==> src/rtl/chacha_pkg.sv <==
// chacha_pkg: shared types, rotation constants and helpers for the ChaCha quarter-round engine.
package chacha_pkg;
    typedef logic [31:0] word_t;
    localparam int unsigned QR_STEPS = 4;
    localparam int unsigned ROT0 = 16;
    localparam int unsigned ROT1 = 12;
    localparam int unsigned ROT2 = 8;
    localparam int unsigned ROT3 = 7;
    typedef enum logic [1:0] {IDLE, RUN, DONE} state_t;
    function automatic word_t rotl(input word_t v, input int unsigned r);
        return (v << r) | (v >> (32 - r));
    endfunction
endpackage

==> src/rtl/chacha_arx_step.sv <==
// chacha_arx_step: one combinational add-xor-rotate step of the ChaCha quarter-round.
module chacha_arx_step
    import chacha_pkg::*;
(
    input  word_t      x,
    input  word_t      y,
    input  word_t      z,
    input  logic [1:0] idx,
    output word_t      x_o,
    output word_t      z_o
);
    int unsigned r;
    always_comb begin
        r   = idx == 2'd0 ? ROT0 : idx == 2'd1 ? ROT1 : idx == 2'd2 ? ROT2 : ROT3;
        x_o = x + y;
        z_o = rotl(z ^ x_o, r);
    end
endmodule

==> src/rtl/chacha_qr_core.sv <==
// chacha_qr_core: iterative ChaCha quarter-round, UNROLL ARX steps per clock.
module chacha_qr_core
    import chacha_pkg::*;
#(
    parameter int UNROLL = 1
) (
    input  logic  clk,
    input  logic  rst_n,
    input  logic  start,
    input  word_t a_in,
    input  word_t b_in,
    input  word_t c_in,
    input  word_t d_in,
    output logic  busy,
    output logic  done,
    output word_t a_out,
    output word_t b_out,
    output word_t c_out,
    output word_t d_out
);
    if (UNROLL != 1 && UNROLL != 2 && UNROLL != 4) begin : g_bad_unroll
        $error("chacha_qr_core: UNROLL must be 1, 2 or 4");
    end

    state_t     state_q, state_d;
    logic [2:0] cnt_q, cnt_d;
    word_t      a_q, b_q, c_q, d_q, a_d, b_d, c_d, d_d;
    word_t      a_s [UNROLL+1];
    word_t      b_s [UNROLL+1];
    word_t      c_s [UNROLL+1];
    word_t      d_s [UNROLL+1];

    assign a_s[0] = a_q;
    assign b_s[0] = b_q;
    assign c_s[0] = c_q;
    assign d_s[0] = d_q;

    // Even steps work on (a,b,d), odd steps on (c,d,b).
    for (genvar k = 0; k < UNROLL; k++) begin : g_step
        logic [1:0] idx;
        word_t      x, y, z, x_o, z_o;
        assign idx = cnt_q[1:0] + 2'(k);
        assign x   = idx[0] ? c_s[k] : a_s[k];
        assign y   = idx[0] ? d_s[k] : b_s[k];
        assign z   = idx[0] ? b_s[k] : d_s[k];
        chacha_arx_step u_step (
            .x  (x),
            .y  (y),
            .z  (z),
            .idx(idx),
            .x_o(x_o),
            .z_o(z_o)
        );
        assign a_s[k+1] = idx[0] ? a_s[k] : x_o;
        assign b_s[k+1] = idx[0] ? z_o : b_s[k];
        assign c_s[k+1] = idx[0] ? x_o : c_s[k];
        assign d_s[k+1] = idx[0] ? d_s[k] : z_o;
    end

    always_comb begin
        state_d = state_q;
        cnt_d   = cnt_q;
        a_d     = a_q;
        b_d     = b_q;
        c_d     = c_q;
        d_d     = d_q;
        if (start && state_q != RUN) begin
            a_d     = a_in;
            b_d     = b_in;
            c_d     = c_in;
            d_d     = d_in;
            cnt_d   = '0;
            state_d = RUN;
        end else if (state_q == RUN) begin
            a_d     = a_s[UNROLL];
            b_d     = b_s[UNROLL];
            c_d     = c_s[UNROLL];
            d_d     = d_s[UNROLL];
            cnt_d   = cnt_q + 3'(UNROLL);
            state_d = cnt_d == 3'(QR_STEPS) ? DONE : RUN;
        end else begin
            state_d = IDLE;
        end
    end

    always_ff @(posedge clk or negedge rst_n) begin
        if (!rst_n) begin
            state_q <= IDLE;
            cnt_q   <= '0;
            a_q     <= '0;
            b_q     <= '0;
            c_q     <= '0;
            d_q     <= '0;
        end else begin
            state_q <= state_d;
            cnt_q   <= cnt_d;
            a_q     <= a_d;
            b_q     <= b_d;
            c_q     <= c_d;
            d_q     <= d_d;
        end
    end

    assign busy  = state_q == RUN;
    assign done  = state_q == DONE;
    assign a_out = a_q;
    assign b_out = b_q;
    assign c_out = c_q;
    assign d_out = d_q;
endmodule

==> config.mk <==
export PLATFORM = sky130hd
export DESIGN_NAME = chacha_qr_core
export DESIGN_NICKNAME = d
export VERILOG_FILES = /design/src/rtl/chacha_pkg.sv /design/src/rtl/chacha_arx_step.sv /design/src/rtl/chacha_qr_core.sv
export SDC_FILE = /design/constraint.sdc
export NUM_CORES = 1
export LEC_CHECK = 0
export CAP_MARGIN = 20
export CORE_MARGIN = 10
export CORE_UTILIZATION = 55
export DETAILED_ROUTE_END_ITERATION = 7
export GPL_TIMING_DRIVEN = 0
export HOLD_SLACK_MARGIN = 0.12
export MAX_ROUTING_LAYER = met4
export PLACE_DENSITY_LB_ADDON = 0.05
export SYNTH_ARGS = -nofsm -noshare
export SYNTH_HDL_FRONTEND = slang
export SYNTH_SLANG_ARGS = --single-unit
==> constraint.sdc <==
create_clock -name clk -period 17.6 [get_ports clk]
set_input_delay 5.28 -clock clk [delete_from_list [all_inputs] [get_ports clk]]
set_output_delay 5.28 -clock clk [all_outputs]
set_load 0.01 [all_outputs]
# Yosys cells after proc, flatten, opt, wreduce, memory -nomap -nowiden
# Cells that the tools add are included.
classes:
  addsub: 3
  n_eq_ne: 7
  shift: 2
  n_mux: 23
  bitwise: 2
  n_reduce_logical: 6
op_table:
  columns: ["cell", "count"]
  rows:
  - ["2-to-1 mux 32 bit", 17]
  - ["adder 32 bit", 1]
  - ["bitwise OR 32 bit", 1]
  - ["left shift 32 x 32 -> 32 bit", 1]
  - ["right shift 32 x 32 -> 32 bit", 1]
  - ["subtractor 6 x 32 -> 32 bit, first input constant", 1]
  - ["bitwise XOR 32 bit", 1]
  - ["2-to-1 mux 2 bit", 3]
  - ["2-to-1 mux 3 bit", 2]
  - ["equality test 2 x 1 -> 1 bit, second input constant", 2]
  - ["equality test 2 bit, second input constant", 2]
  - ["2-to-1 mux 4 bit", 1]
  - ["inequality test 2 x 1 -> 1 bit, second input constant", 2]
  - ["AND reduction 2 bit", 2]
  - ["nonzero test 2 bit", 2]
  - ["adder 3 x 1 -> 3 bit, second input constant", 1]
  - ["equality test 3 bit, second input constant", 1]
  - ["logical NOT 2 bit", 1]
  - ["logical AND 1 bit", 1]
totals:
  regBits: 133
  input_bits: 131
  elab_cells: 49

# Depth between registers and ports, before layout
depth:
  ltp_word: 10
  depth_mapped: 20

# Hierarchy
# A second synthesis with hierarchy kept.
unflattened:
  hier_cells: 1348
  hier_area_um2: 13045.0
by_module_without_submodules:
  columns: ["mod", "n_inst", "cells_each", "area_per_inst_um2", "seq_area_each_um2"]
  rows:
  - ["chacha_qr_core", 1, 557, 7054.3, 3328.2]
  - ["chacha_arx_step", 1, 791, 5990.7, 0.0]

# Worst setup path before layout
# OpenSTA, ideal clock, no wires.
synth_path:
  path_kind: "input to register"
  from: "in start"
  to: "reg b_q[14] (netlist: b_out[14])"
  setup_time_ps: 137
  arrival_time_ps: 6415
  t_required_ps: 17463
  slack_ps: 11048
  stages: 6
  n_path_buf: 2
  path_cell_list: "and2_1 clkbuf_1 clkbuf_1 nor3_1 nor4_1 a21oi_1"
synth_via:
  elab_chain_len: 3
synth_rtl:
  columns: ["element", "line", "text"]
  rows:
  - ["start: declaration", "chacha_qr_core.sv:9", "input logic start,"]
  - ["logical AND 1 bit (*)", "chacha_qr_core.sv:67", "if (start && state_q != RUN) begin"]
  - ["nonzero test 2 bit (no line)", null, null]
  - ["AND reduction 2 bit (no line)", null, null]
  - ["end signal: assignment", "chacha_qr_core.sv:91", "b_q <= '0;"]
  - ["end signal: assignment", "chacha_qr_core.sv:98", "b_q <= b_d;"]
  - ["end: declaration", "chacha_qr_core.sv:27", "word_t a_q, b_q, c_q, d_q, a_d, b_d, c_d, d_d;"]
# Every way passes the cells marked *; elsewhere a longest branch is shown, timed or not.
# A chain may end at the register's enable or synchronous reset.

# Final worst setup path
layout_path:
  from: "reg cnt_q[0]"
  to: "reg d_q[20] (netlist: d_out[20])"
layout_via:
  elab_chain_len: 10
layout_rtl:
  columns: ["element", "line", "text"]
  rows:
  - ["start: declaration", "chacha_qr_core.sv:26", "logic [2:0] cnt_q, cnt_d;"]
  - ["start signal: assignment", "chacha_qr_core.sv:96", "cnt_q <= cnt_d;"]
  - ["equality test 2 bit", "chacha_arx_step.sv:14", "r = idx == 2'd0 ? ROT0 : idx == 2'd1 ? ROT1 : idx == 2'd2 ? ROT2 : ROT3;"]
  - ["2-to-1 mux 4 bit", "chacha_arx_step.sv:14", null]
  - ["2-to-1 mux 32 bit (2 in series)", "chacha_arx_step.sv:14", null]
  - ["subtractor 6 x 32 -> 32 bit", "chacha_pkg.sv:11", "return (v << r) | (v >> (32 - r));"]
  - ["right shift 32 x 32 -> 32 bit", "chacha_pkg.sv:11", null]
  - ["bitwise OR 32 bit", "chacha_pkg.sv:11", null]
  - ["2-to-1 mux 32 bit", "chacha_qr_core.sv:57", "assign d_s[k+1] = idx[0] ? d_s[k] : z_o;"]
  - ["2-to-1 mux 32 bit", "chacha_qr_core.sv:74", "end else if (state_q == RUN) begin"]
  - ["2-to-1 mux 32 bit", "chacha_qr_core.sv:67", null]
  - ["end signal: assignment", "chacha_qr_core.sv:93", "d_q <= '0;"]
  - ["end signal: assignment", "chacha_qr_core.sv:100", "d_q <= d_d;"]
  - ["end: declaration", "chacha_qr_core.sv:27", null]
# Several ways; a longest one is shown, not always the timed one. The select of a mux whose other input is x is not followed.

==> results.md <==
- The number of flops mapped to enable cells by yosys is 0.
- The part of the Yosys area used for sequential elements is 26.5%.
- TritonCTS built the clock tree.
- Ranked by total cell area, the synthesized netlist is headed by sky130_fd_sc_hd__dfrtp_1 27%, sky130_fd_sc_hd__mux2_2 6.1%, sky130_fd_sc_hd__a21oi_1 6.0%, sky130_fd_sc_hd__nand2_1 5.7%, sky130_fd_sc_hd__nor2_1 4.5%.
- Input and output buffers added on the ports amount to 260.
- For flop-to-flop paths, the worst setup slack is between 9 and 10 ns.
- The most frequently used flop master after synthesis is sky130_fd_sc_hd__dfrtp_1.
- The total area inside the core boundary comes to 22600 µm².
- The total congestion overflow is 0.
- The checks that failed: design-rule violations.
- In this run the horizontal extent of the chip is 171 µm.
- Summing all multi-input logic gate instances after layout gives a little under 9000 µm².
- The initial standard-cell utilization of the core is 55.6%.
- The unique cell type count in the Yosys netlist is 89.
- The post-cts repair resize count is 0.
- The number of standard cells after synthesis is 1555.
- The number of setup buffers added after CTS is 0.
- Before antenna repair, the detailed router went through 8 iterations.
- Walking the worst path, the cells encountered are buf_2 -> buf_2 -> clkbuf_1 -> clkbuf_1 -> clkbuf_1 -> mux2_2 -> ha_1 -> a21o_1 -> a31o_2 -> o21ai_1 -> nand3_1 -> a21oi_1 -> xor2_1 -> o22ai_1 -> a221oi_1 -> a211oi_1 -> a211oi_1 -> a21oi_1.
- The half-perimeter wire length of the detailed placement result is 50.9 mm.
- The area of all placed cells without fillers is about 16000 µm².
- The worst setup path is captured at a flop.
- The average routed wire per standard cell is 31.3 µm.
- The via count of the first global-routing pass is roughly 15000.
- Of the cells placed in the final design, the portion with a size suffix greater than 1 is 8.75%.
- At the later pin of the worst-skew pair, clock insertion delay measures 0.45 ns.
- The H-tree generated during clock tree synthesis spans 4 levels.
- The I/O pin count is 261.
- From synthesis to final layout, the design area changed by 29.0%.
- The run finished, with violations left.
- The floorplan die area is 29200 µm².
- The root buffer cell chosen for the clock tree is sky130_fd_sc_hd__clkbuf_16.
- Once detail routing completed, the nets flagged for antenna violations numbered 0.
- The share of Yosys cell area claimed by the top area cell type is 26.5%.
- In this run the worst hold path is classified as flop to flop.
- By count the netlist is led by 189 x sky130_fd_sc_hd__nand2_1, 151 x sky130_fd_sc_hd__a21oi_1, 151 x sky130_fd_sc_hd__nor2_1.
- The most frequent cell on the critical path is sky130_fd_sc_hd__clkbuf_1.
- A synthesized cell averages just over 8 µm².
- The weighted congestion at the end of routability-driven global placement is 1.28.
- The number of slew-limit violations in the final report is 0.
- The final total negative setup slack is 0 ns.
- The filler cell count is 1718.
- The cell with the most instances after synthesis is sky130_fd_sc_hd__nand2_1.
- Between clock sinks in the finished design, the worst skew comes to 0.0174 ns.
- The highest achievable clock rate is between 100 and 150 MHz.
- Row generation in the floorplan step produced 55 rows.
- The vertical die dimension is 171 µm.
- Along the worst path, the maximum fanout reaches 10.
- The total number of yosys warnings is 0.
- The post-placement cell area is about 16000 µm².
- The worst pin sits at a relative slew slack of 15.5%.
- The proportion of register bits with asynchronous set or reset after synthesis is 100%.
- In the global route stage, overall resource usage came out at 45.7%.
- No sink is reached through more buffers than the 2 on the longest clock path.
- Summed over all nets, wire length on met3 after detailed routing comes to 10.7 mm.
- The clock transition at the registers of the reported paths is 0.07 ns.
- Detailed routing placed a total of 28.3 mm of wire on met2.
- The sequential cells in the finished layout cover a total of 3330 µm².
- The instance count after placement with tap cells included is 2102.
- Setup repair after global routing left no endpoint under its margin.
- The number of hold buffers added after cts is 0.
- For this block, the initial DRC count from the detailed router was 3336.
- The pin count of the biggest net entering global routing is 89.
- The flip-flop and latch count after synthesis is 133.
- The final count of negative-setup-slack endpoints is 0.
- The count of unresolved DRC violations after routing is 89.
- The via count is 15900.
- The count of cells in the finished layout, fillers not included, comes to ~2100.
- The time the final worst path needs with I/O delays and setup is around 8.5 ns.
- Summed over all layers, the routed wires come to 67.0 mm.
- In this design, the stage delay of the slowest critical-path cell is 0.98 ns.
- Dividing the detail-routed via count by the number of cells gives 7.42.
- The net count of the mapped netlist is 1725.
- The required time of the worst setup path is 17.89 ns.
- Data on the critical path arrives at its endpoint at 8.84 ns.
- For this design, the slowest cell found on the critical path is sky130_fd_sc_hd__clkbuf_1.
- The number of antenna violations at the first check in global routing is 1.
- The number of hold-slack violations in the final timing report was 0.
- The count of nets after finishing is 2009.
- The critical path is of the flop to flop type.
- The first-pass GRT wire length is 96.9 mm.
- Counting the buffers created by CTS gives 17.
- At the pin with the least slew margin, the transition time is 1.27 ns.
- The cell type with the highest aggregate area in the netlist is sky130_fd_sc_hd__dfrtp_1.
- STA classifies the critical path startpoint as a flop.
- For this block, wires on met1 add up to about 22 mm.
- The share of the clock period used by the worst path after layout is roughly half.
- The tool flagged a number of max-cap violations equal to 0.
- The number of clock sinks is 133.
- The summed instance area of the synthesized netlist is approximately 13000 µm².
- The detailed router used layers up to and including met4.
-- through the flow --
stage | util (%) | setup slack (ns) | hold WS [ns]
6_report | 71.7 | 9.05 | 0.577
3_3_place_gp | 68.7 | 6.12 | 0.544
3_5_place_dp | 68.8 | 9.17 | 0.557
5_1_grt | 71.7 | 8.98 | 0.599
4_1_cts | 71.5 | 9.44 | 0.574
2_1_floorplan | - | 11.05 | 0.567
-- registers in the layout, summed over array words and instances, names as in the netlist --
signal	cells
d_out	32
c_out	32
b_out	32
cnt_q	3
state_q	2
a_out	32
-- worst paths after layout --
path | from | endpoint | cells after the start
max in group asynchronous | rst_n | d_out[2] | 2
min | c_out[28] | c_out[28] | 2
max | cnt_q[0] | d_out[20] | 18
max reg2reg | cnt_q[0] | d_out[20] | 18
min in group asynchronous | rst_n | c_out[25] | 1
min reg2reg | c_out[28] | c_out[28] | 2
-- critical path: cells and delay by family (launching register included) --
family,cells,cell delay [ns]
AOI/OAI and AO/OA,9,3.15
DFF,1,0.40
and+or+nand+nor,1,0.37
adders and majority gates,1,0.39
buffers and inverters,5,2.99
muxes,1,0.42
xor gates and xnor gates,1,0.64
-- kinds of logic (layout without fill, tap and decap cells) --
kind of cell               count (synthesis)  count (layout)  share of synthesized area, %
AOI/OAI and AO/OA                        552             552                          28.5
xor gates and xnor gates                  77              77                          6.72
adders and majority gates                 39              39                          3.95
buffers and inverters                    141             437                          4.37
DFF                                      133             133                          26.5
muxes                                    130             130                          12.7
other                                      0               2                             0
and+or+nand+nor                          483             483                          17.2
-- routing by layer --
metal | up-vias | GRT usage (%)
li1 | 6391 | -
met1 | 7348 | 50.9
met2 | 1614 | 66.5
met3 | 516 | 18.3
met4 | 0 | 30.5
met5 | - | -
-- area by class of cell --
class / instances / share of cell area (%)
multi-input cells: 1281 / 53.6
flip-flops and latches: 133 / 20.6
repair buffers: 265 / 16.5
plain buffers: 124 / 2.99
clock buffers: 19 / 2.80
well taps: 285 / 2.20
clock inverters: 12 / 0.890
inverters: 17 / 0.394
diodes: 2 / 0.0309
-- placed cells by master, fill, tap and decap left out, drive strengths merged, types with 11 or more instances in the layout --
cell           instances
nand3                 30
mux2i                 45
clkbuf               123
and2                  12
o21ai                124
mux4                  17
o211ai                22
o22ai                 51
nor4                  11
xnor2                 34
a211oi                14
o21a                  15
a31oi                 33
nand2b                13
xor2                  32
a21o                  17
dfrtp                133
nor2                 151
inv                   20
ha                    38
mux2                  68
buf                   26
clkdlybuf4s50        259
a221oi                14
nand2                189
a21oi                151
nor3                  20
Power is not shown: default switching activity piles up to over one toggle a cycle in this logic, so the estimate is an artifact.
